<file path="config.mk">
export PLATFORM = sky130hd
export DESIGN_NAME = if_network_ctrl
export DESIGN_NICKNAME = d
export VERILOG_FILES = /design/src/rtl/if_ctrl_pkg.sv /design/src/rtl/if_spike_counter.sv /design/src/rtl/if_network_ctrl.sv
export SDC_FILE = /design/constraint.sdc
export NUM_CORES = 1
export LEC_CHECK = 0
export ABC_AREA = 1
export CORE_ASPECT_RATIO = 1.1
export CORE_MARGIN = 3
export CORE_UTILIZATION = 58
export CTS_BUF_LIST = sky130_fd_sc_hd__clkbuf_4 sky130_fd_sc_hd__clkbuf_8
export CTS_CLUSTER_SIZE = 20
export DETAILED_ROUTE_END_ITERATION = 8
export HOLD_SLACK_MARGIN = 0.03
export PLACE_DENSITY = 0.89
export SYNTH_ARGS = -nofsm -noshare
export SYNTH_HDL_FRONTEND = slang
export SYNTH_SLANG_ARGS = --single-unit
</file>
<file path="constraint.sdc">
create_clock -name clk -period 4.85 [get_ports clk]
set_input_delay 0.7275 -clock clk [delete_from_list [all_inputs] [get_ports clk]]
set_output_delay 0.7275 -clock clk [all_outputs]
set_load 0.1 [all_outputs]
</file>
<file path="src/rtl/if_ctrl_pkg.sv">
// Shared types and constants for the integrate-and-fire network sequencer.
package if_ctrl_pkg;

  typedef enum logic [2:0] {
    ST_IDLE,
    ST_LOAD,
    ST_CLEAR,
    ST_RUN,
    ST_DRAIN,
    ST_DONE
  } state_t;

  // Layer-select field of the weight-memory address.
  localparam int LAYER_SEL_MSB = 31;
  localparam int LAYER_SEL_LSB = 28;

  // Width of the winner index; a single output still needs one bit.
  function automatic int winner_width(input int n);
    return (n > 1) ? $clog2(n) : 1;
  endfunction

endpackage

</file>
<file path="src/rtl/if_spike_counter.sv">
// One saturating per-output spike counter with synchronous clear and enable.
module if_spike_counter #(
  parameter int CNT_W = 16
) (
  input  logic             clk,
  input  logic             rst,
  input  logic             clr,
  input  logic             en,
  input  logic             inc,
  output logic [CNT_W-1:0] count
);

  logic [CNT_W-1:0] count_q;
  logic [CNT_W-1:0] count_d;

  // Clear has priority; increment stops at the all-ones value.
  always_comb begin
    count_d = count_q;
    if (clr) begin
      count_d = '0;
    end else if (en && inc && (count_q != {CNT_W{1'b1}})) begin
      count_d = count_q + CNT_W'(1);
    end
  end

  // Counter register.
  always_ff @(posedge clk) begin
    if (rst) count_q <= '0;
    else     count_q <= count_d;
  end

  assign count = count_q;

endmodule

</file>
<file path="src/rtl/if_network_ctrl.sv">
// Sequencer between host streams and the IF network: weight load, then
// clear / timestep feed / pipeline drain / spike counting with argmax.
//
// state    | meaning
// ---------+------------------------------------------------------------
// IDLE     | waiting for cmd_load / cmd_run
// LOAD     | streaming weight words into the layer memories
// CLEAR    | one cycle of network reset before a run
// RUN      | accepting spike timesteps until num_steps handshakes
// DRAIN    | NUM_LAYERS+1 cycles flushing network latency, still counting
// DONE     | result held, winner valid, new commands accepted
module if_network_ctrl
  import if_ctrl_pkg::*;
#(
  parameter int          NUM_INPUTS       = 4,
  parameter int          NUM_OUTPUTS      = 2,
  parameter int          NUM_LAYERS       = 2,
  parameter logic [31:0] LAYER_WORDS [NUM_LAYERS] = '{32'h2, 32'h8},
  parameter int          WEIGHT_SIZE      = 32,
  parameter int          LAYER_ADDR_WIDTH = 28,
  parameter int          STEP_W           = 16,
  parameter int          CNT_W            = 16,
  localparam int         WIN_W            = winner_width(NUM_OUTPUTS)
) (
  input  logic                         clk,
  input  logic                         rst,
  input  logic                         cmd_load,
  input  logic                         cmd_run,
  input  logic [STEP_W-1:0]            num_steps,
  output logic                         busy,
  output logic                         load_done,
  input  logic                         w_valid,
  output logic                         w_ready,
  input  logic [WEIGHT_SIZE-1:0]       w_data,
  input  logic                         spk_valid,
  output logic                         spk_ready,
  input  logic [NUM_INPUTS-1:0]        spk_data,
  output logic                         net_rst,
  output logic [NUM_INPUTS-1:0]        net_spike_in,
  input  logic [NUM_OUTPUTS-1:0]       net_spike_out,
  output logic [31:0]                  mem_addr,
  output logic [WEIGHT_SIZE-1:0]       mem_din,
  output logic                         mem_wen,
  output logic                         result_valid,
  output logic [NUM_OUTPUTS*CNT_W-1:0] out_counts,
  output logic [WIN_W-1:0]             winner
);

  // Layer index is one bit wider than the 4-bit select so that
  // "past the last layer" is representable.
  localparam logic [4:0] LAST_PLUS1 = 5'(NUM_LAYERS);

  state_t                    state_q, state_d;
  logic [4:0]                layer_q, layer_d;
  logic [LAYER_ADDR_WIDTH-1:0] local_q, local_d;
  logic                      mem_wen_q, mem_wen_d;
  logic [31:0]               mem_addr_q, mem_addr_d;
  logic [WEIGHT_SIZE-1:0]    mem_din_q, mem_din_d;
  logic                      load_done_q, load_done_d;
  logic [STEP_W-1:0]         steps_q, steps_d;
  logic [STEP_W-1:0]         step_q, step_d;
  logic [NUM_INPUTS-1:0]     spk_in_q, spk_in_d;
  logic [4:0]                drain_q, drain_d;
  logic                      cnt_clr;
  logic                      cnt_en;
  logic [4:0]                nxt_layer;
  logic [CNT_W-1:0]          cnt [NUM_OUTPUTS];

  // Word count of a layer; out-of-range indices read as empty.
  function automatic logic [31:0] words_of(input logic [4:0] l);
    logic [31:0] w;
    w = '0;
    for (int i = 0; i < NUM_LAYERS; i++) begin
      if (l == 5'(i)) w = LAYER_WORDS[i];
    end
    return w;
  endfunction

  // First layer at or after 'from' that has words, or NUM_LAYERS if none.
  function automatic logic [4:0] first_layer(input logic [4:0] from);
    logic [4:0] r;
    r = LAST_PLUS1;
    for (int i = NUM_LAYERS - 1; i >= 0; i--) begin
      if ((5'(i) >= from) && (LAYER_WORDS[i] != 32'd0)) r = 5'(i);
    end
    return r;
  endfunction

  assign w_ready   = (state_q == ST_LOAD) && (layer_q < LAST_PLUS1);
  assign spk_ready = (state_q == ST_RUN);
  assign cnt_en    = (state_q == ST_RUN) || (state_q == ST_DRAIN);

  // Next-state and registered-output logic for the sequencer.
  always_comb begin
    state_d     = state_q;
    layer_d     = layer_q;
    local_d     = local_q;
    mem_wen_d   = 1'b0;
    mem_addr_d  = mem_addr_q;
    mem_din_d   = mem_din_q;
    load_done_d = 1'b0;
    steps_d     = steps_q;
    step_d      = step_q;
    spk_in_d    = '0;
    drain_d     = drain_q;
    cnt_clr     = 1'b0;
    nxt_layer   = first_layer(layer_q + 5'd1);

    unique case (state_q)
      ST_IDLE, ST_DONE: begin
        if (cmd_load) begin
          state_d = ST_LOAD;
          layer_d = first_layer(5'd0);
          local_d = '0;
        end else if (cmd_run) begin
          state_d = ST_CLEAR;
          steps_d = num_steps;
          step_d  = '0;
          cnt_clr = 1'b1;
        end
      end

      ST_LOAD: begin
        if (layer_q >= LAST_PLUS1) begin
          // Every layer is empty: nothing to write.
          state_d     = ST_IDLE;
          load_done_d = 1'b1;
        end else if (w_valid) begin
          mem_wen_d  = 1'b1;
          mem_addr_d = '0;
          mem_addr_d[LAYER_SEL_MSB:LAYER_SEL_LSB] = layer_q[3:0];
          mem_addr_d[LAYER_ADDR_WIDTH-1:0]        = local_q;
          mem_din_d  = w_data;
          if (32'(local_q) == words_of(layer_q) - 32'd1) begin
            local_d = '0;
            layer_d = nxt_layer;
            if (nxt_layer >= LAST_PLUS1) begin
              state_d     = ST_IDLE;
              load_done_d = 1'b1;
            end
          end else begin
            local_d = local_q + LAYER_ADDR_WIDTH'(1);
          end
        end
      end

      ST_CLEAR: begin
        if (steps_q == '0) begin
          state_d = ST_DRAIN;
          drain_d = LAST_PLUS1;
        end else begin
          state_d = ST_RUN;
        end
      end

      ST_RUN: begin
        if (spk_valid) begin
          spk_in_d = spk_data;
          step_d   = step_q + STEP_W'(1);
          if (step_q + STEP_W'(1) == steps_q) begin
            state_d = ST_DRAIN;
            drain_d = LAST_PLUS1;
          end
        end
      end

      ST_DRAIN: begin
        if (drain_q == 5'd0) state_d = ST_DONE;
        else                 drain_d = drain_q - 5'd1;
      end

      default: state_d = ST_IDLE;
    endcase
  end

  // Sequencer registers; reset drops any in-flight write and partial load.
  always_ff @(posedge clk) begin
    if (rst) begin
      state_q     <= ST_IDLE;
      layer_q     <= '0;
      local_q     <= '0;
      mem_wen_q   <= 1'b0;
      mem_addr_q  <= '0;
      mem_din_q   <= '0;
      load_done_q <= 1'b0;
      steps_q     <= '0;
      step_q      <= '0;
      spk_in_q    <= '0;
      drain_q     <= '0;
    end else begin
      state_q     <= state_d;
      layer_q     <= layer_d;
      local_q     <= local_d;
      mem_wen_q   <= mem_wen_d;
      mem_addr_q  <= mem_addr_d;
      mem_din_q   <= mem_din_d;
      load_done_q <= load_done_d;
      steps_q     <= steps_d;
      step_q      <= step_d;
      spk_in_q    <= spk_in_d;
      drain_q     <= drain_d;
    end
  end

  for (genvar n = 0; n < NUM_OUTPUTS; n++) begin : g_cnt
    if_spike_counter #(.CNT_W(CNT_W)) u_cnt (
      .clk   (clk),
      .rst   (rst),
      .clr   (cnt_clr),
      .en    (cnt_en),
      .inc   (net_spike_out[n]),
      .count (cnt[n])
    );
    assign out_counts[n*CNT_W +: CNT_W] = cnt[n];
  end

  // Argmax over held counts; strict compare keeps the lowest index on ties.
  always_comb begin
    logic [CNT_W-1:0] best;
    best   = cnt[0];
    winner = '0;
    for (int n = 1; n < NUM_OUTPUTS; n++) begin
      if (cnt[n] > best) begin
        best   = cnt[n];
        winner = WIN_W'(n);
      end
    end
  end

  assign busy         = (state_q != ST_IDLE) && (state_q != ST_DONE);
  assign result_valid = (state_q == ST_DONE);
  assign net_rst      = rst || (state_q == ST_CLEAR);
  assign net_spike_in = spk_in_q;
  assign mem_wen      = mem_wen_q;
  assign mem_addr     = mem_addr_q;
  assign mem_din      = mem_din_q;
  assign load_done    = load_done_q;

endmodule

</file>
Yosys cells after proc, flatten, opt, wreduce, memory -nomap -nowiden
Cells that the tools add are included.
W data, S select, Z words.
Word-level totals
  input bits: 60
  logic and storage cells: 131
  output and inout bits: 108
  bits in registers: 175
Cells by class
  mux-type cells: 46
  eq/ne operators: 26
  reductions and logical operators: 28
  magnitude comparators: 6
  add/sub/neg operators: 7
  bitwise gates (word level): 5
Operators by type and width (number)
  $mux W32: 4
  $mux W28: 4
  $pmux W28 S2: 1
  $add A16 B1 Y16 const B: 3
  $mux W16: 3
  $mux W5: 8
  $eq A28 B32 Y1: 1
  $ne A16 B16 Y1 const B: 2
  $pmux W16 S2: 1
  $sub A32 B1 Y32 const B: 1
  $mux W3: 10
  $add A28 B1 Y28 const B: 1
  $eq A16 B16 Y1: 1
  $gt A16 B16 Y1: 1
  $logic_not A16 Y1: 1
  $ne A2 B2 Y1 const B: 8
  $pmux W3 S5: 1
  $pmux W5 S3: 1
  $ge A1 B5 Y1 const A: 2
  $logic_not A5 Y1: 2
  $pmux W5 S2: 1
  $reduce_and A5 Y1: 2
  $mux W1: 9
  $reduce_and A4 Y1: 2
  other kinds (24): 48

Longest topological paths before layout
  depth in word-level cells: 12
  mapped depth: 17
  depth with buffers taken out: 16

Cells and area by module
From an unflattened synthesis, not the netlist that was laid out.
Second synthesis, totals
  cell total of the unflattened synthesis: 1230
  area, all modules: 8539.4 um^2
Modules (own cells, without submodules)
  if_network_ctrl: area an instance 6685.2 um^2, cells an instance 936, instances 1
  if_spike_counter (g_cnt[0].u_cnt): area an instance 935.9 um^2, cells an instance 145, instances 1
  if_spike_counter (g_cnt[1].u_cnt): area an instance 918.4 um^2, cells an instance 149, instances 1

Least setup slack after synthesis
OpenSTA, ideal clock, no wires.
  path kind: reg-to-output
  from: register g_cnt[0].u_cnt.count_q[15]
  to: output port winner
  data arrival time: 3.611 ns
  cell stages (with the launch flop): 7
  data required time: 4.123 ns
  setup slack: 0.512 ns
  path through: dfxtp_1 > inv_1 > ha_1 > nand2_1 > nor4_1 > nand2_1 > a32oi_1
Between the ends
  word-level cells in the longest chain between the ends: 2
Ends and longest elaborated chain
  start, declared: line if_spike_counter.sv:13  | logic [CNT_W-1:0] count_q;
  start signal, assigned: line if_spike_counter.sv:29  | else count_q <= count_d;
  $gt A16 B16 Y1: line if_network_ctrl.sv:223  | if (cnt[n] > best) begin
  $mux W1: line if_network_ctrl.sv:223
  end, declared: line if_network_ctrl.sv:46  | output logic [WIN_W-1:0] winner
No other way between the ends.

Worst setup path in the final report
Same ends and word-level chain as after synthesis.

==> flow_summary.yaml <==
global_route:
  overflow: 0
  grt_use_total: 0.2754
  grt_pass1_wl_um: 36520
  first_global_vias: 7832
  grt_max_degree: 76
  antenna_found_initial: 0
timing:
  period_share: 0.8086
  fmax_mhz: 255.0
  rsz0062_at_grt: "no"
  clock_skew_ns: 0.01658
  setup_viol: 0
  layout_min_cycle_time_ns: 3.922
  hold_ws_ns: 0.4654
  hold_viol_final: 0
  setup-tns-final_ns: 0
  relSlewSlack: 0.2125
  layout_setup_ws_ns: 0.9283
  maxSlewViolCount: 0
  worstMarginPinSlew_ns: 1.177
critical_path:
  required_ns: 4.12
  critical_path_class: "reg -> out"
  endpoint_kind: "output port"
  cp.arrival_ns: 3.19
  start_kind: "flop"
  crit_path_max_fanout: 4
routing:
  via_count: 8417
  drt_iter0_markers: 801
  drt-total-wl_um: 22140
  drc_errors: 0
  final_antenna_net_count: 0
  wl_per_cell_um: 14.26
  drtPass1Iterations: 5
  via_per_inst: 5.420
place:
  io_buffer_count: 165
  pre_cts_ws_ns: 1.447
  dp_hpwl_um: 16210
  gp_congestion: 0.9310
final_layout:
  register_area_sq_mm: 0.003403
  n_antenna_cell: 0
  area_growth_pct: 25.94
  nNetsFinal: 1435
  fillCellCount: 1122
  drive_above_1_share: 0.05201
  multi_input_area_sq_mm: 0.004185
cts:
  clk_pin_slew_ns: 0.09
  hold_buffers: 0
  cts_buffers: 17
  cts_tree: "built"
  worstSkewPairLatency_ns: 0.48
  ctsResizeCount: 0
  post-cts-setup-buffers: 0
  cts_sinks: 170
  clockBufferDepth: 2
  clockRootBuffer: "clkbuf_8"
  h-tree-depth: 4
yosys:
  synth_seq_area_share: 0.4076
  synthCells: 1198
  synth-edff-count: 0
  synth.distinct_cells: 44
  synthFlopType: "dfxtp_1"
  yosysWarnings: 0
  synth_area_leaders: "dfxtp_1, nand2_1, nor2_1"
  avgSynthCellArea_sq_um: 6.969
  yosys.area.top_type_share: 0.4076
  syn_area_sq_mm: 0.008349
  async_reset_ff_frac: 0
  ys_ff_latch: 170
  yosysTopAreaCell: "dfxtp_1"
floorplan:
  start_util: 0.5979
  coreArea_sq_mm: 0.01396
  dieHeight_um: 131.8
  die_w_um: 120.4
  die_area_sq_mm: 0.01587
  fp-row-count: 45
  pin_count: 168
min_path:
  hold_path_class: "reg -> reg"
power_and_ir_drop:
  p_leak_nw: 4.068
  power_density_mw_per_mm2: 450.6
  peakVddDrop_mv: 0.3578
outcome:
  status: "completed"
job:
  max-cap-violations: 0
## worst paths after layout
kind                                          from                         to  slack, ns  depth (start not counted)
max          g_cnt[0].u_cnt.count[15]$_SDFFE_PP0P_                     winner       0.93                          7
min                      mem_addr[28]$_SDFFE_PP0P_  mem_addr[28]$_SDFFE_PP0P_       0.47                          2
max reg2reg                layer_q[1]$_SDFFE_PP0P_   local_q[14]$_SDFFE_PP0P_       2.13                         12
min reg2reg              mem_addr[28]$_SDFFE_PP0P_  mem_addr[28]$_SDFFE_PP0P_       0.47                          2
## cells by family after synthesis
logic type,after synthesis,share of synthesized area
flip-flops,170,0.4076
buffers and inverters,199,0.09156
adder cells (fa/ha/maj),23,0.03447
AND/OR/NAND/NOR,545,0.2955
XOR/XNOR,15,0.01664
AO/OA/AOI/OAI,245,0.1538
other,1,0.0004491
## metrics by stage
step / total power, W / instance area, sq um / cells / util
after floorplan: 0.003269 / 8353 / 1199 / -
after global placement: 0.003719 / 10120 / 1521 / 0.7249
after detailed placement: 0.003751 / 10120 / 1521 / 0.7249
after CTS: 0.004751 / 10520 / 1553 / 0.7530
after global routing: 0.004977 / 10520 / 1553 / 0.7530
final: 0.004738 / 10520 / 1553 / 0.7530
## cell usage after synthesis (2+ instances only)
| cell type | n |
|---|---|
| a41oi_1 | 2 |
| inv_2 | 4 |
| nor4_1 | 16 |
| xnor2_1 | 3 |
| nor3b_1 | 4 |
| o21a_1 | 3 |
| nor2_8 | 2 |
| nand2_2 | 9 |
| nand2_1 | 191 |
| o31ai_1 | 2 |
| nand3b_1 | 2 |
| clkbuf_1 | 31 |
| buf_4 | 2 |
| ha_1 | 23 |
| dfxtp_1 | 170 |
| nand4_1 | 33 |
| o2111ai_1 | 2 |
| a21oi_1 | 109 |
| clkinv_1 | 3 |
| a31oi_1 | 2 |
| nor2_2 | 4 |
| a22oi_1 | 2 |
| nor3_1 | 31 |
| buf_2 | 2 |
| nor2_4 | 2 |
| xor2_1 | 11 |
| o21ai_1 | 3 |
| nand3_1 | 68 |
| inv_1 | 156 |
| nand3_2 | 3 |
| o21ai_0 | 112 |
| a211oi_1 | 6 |
| nor2_1 | 172 |
| nor3_2 | 3 |
## layer usage
layer  track usage  part of all wire  vias to the layer above
li1              -                 -                     4258
met1        0.3452              0.42                     3810
met2        0.4678              0.49                      299
met3       0.05107             0.065                       50
met4        0.1077             0.029                        0
met5             0                 0                        -
## flip-flops by register name, summed over array words and instances, names as in the netlist, 2 cells and up
register and cells:
net_spike_in 4, g_cnt.u_cnt.count 32, layer_q 2, steps_q 16, drain_q 5, step_q 16, state_q 3, mem_addr 30
mem_din 32, local_q 28
## power breakdown
| part | internal, W | switching, W | leakage (nW) |
|---|---|---|---|
| logic | 0.000528 | 0.00154 | 2.49 |
| clock network | 0.000472 | 0.000528 | 0.203 |
| registers | 0.00156 | 0.000113 | 1.38 |
| total | 0.00256 | 0.00218 | 4.07 |
## cells in the final DEF (no fill, tap or decap), types with 3 or more instances in the layout
| cell type | netlist | final |
|---|---|---|
| inv_2 | 4 | 6 |
| nor3b_1 | 4 | 4 |
| o21a_1 | 3 | 3 |
| clkinv_2 | 0 | 5 |
| nand4_1 | 33 | 33 |
| o21ai_0 | 112 | 111 |
| nor2_2 | 4 | 4 |
| nand2_1 | 191 | 191 |
| nor2_1 | 172 | 172 |
| buf_4 | 2 | 6 |
| nand3_2 | 3 | 3 |
| clkbuf_8 | 0 | 18 |
| inv_1 | 156 | 156 |
| dfxtp_1 | 170 | 170 |
| nor4_1 | 16 | 16 |
| nand2_2 | 9 | 9 |
| clkdlybuf4s50_1 | 0 | 164 |
| nand3_1 | 68 | 68 |
| nor3_1 | 31 | 31 |
| xor2_1 | 11 | 11 |
| ha_1 | 23 | 23 |
| xnor2_1 | 3 | 3 |
| o21ai_1 | 3 | 4 |
| a211oi_1 | 6 | 6 |
| clkinv_4 | 0 | 4 |
| a21oi_1 | 109 | 109 |
| nor3_2 | 3 | 3 |
## critical path: stages, from the launching register on
cell and delay (ns):
dfxtp_1 0.35, inv_1 0.08, ha_1 0.30, nand2_1 0.09, nor4_1 0.41, nand2_1 0.10
a32oi_1 0.21, clkdlybuf4s50_1 1.17
## area by class of cell
type                       instances  share of cell area
clock inverter                    14             0.01380
clock buffer                      18             0.02356
sequential                       170              0.3237
multi-input combinational        830              0.3980
tap                              188             0.02237
timing repair buffer             170              0.1604
inverter                         163             0.05819
No activity file was read; power rests on OpenSTA's default activity.
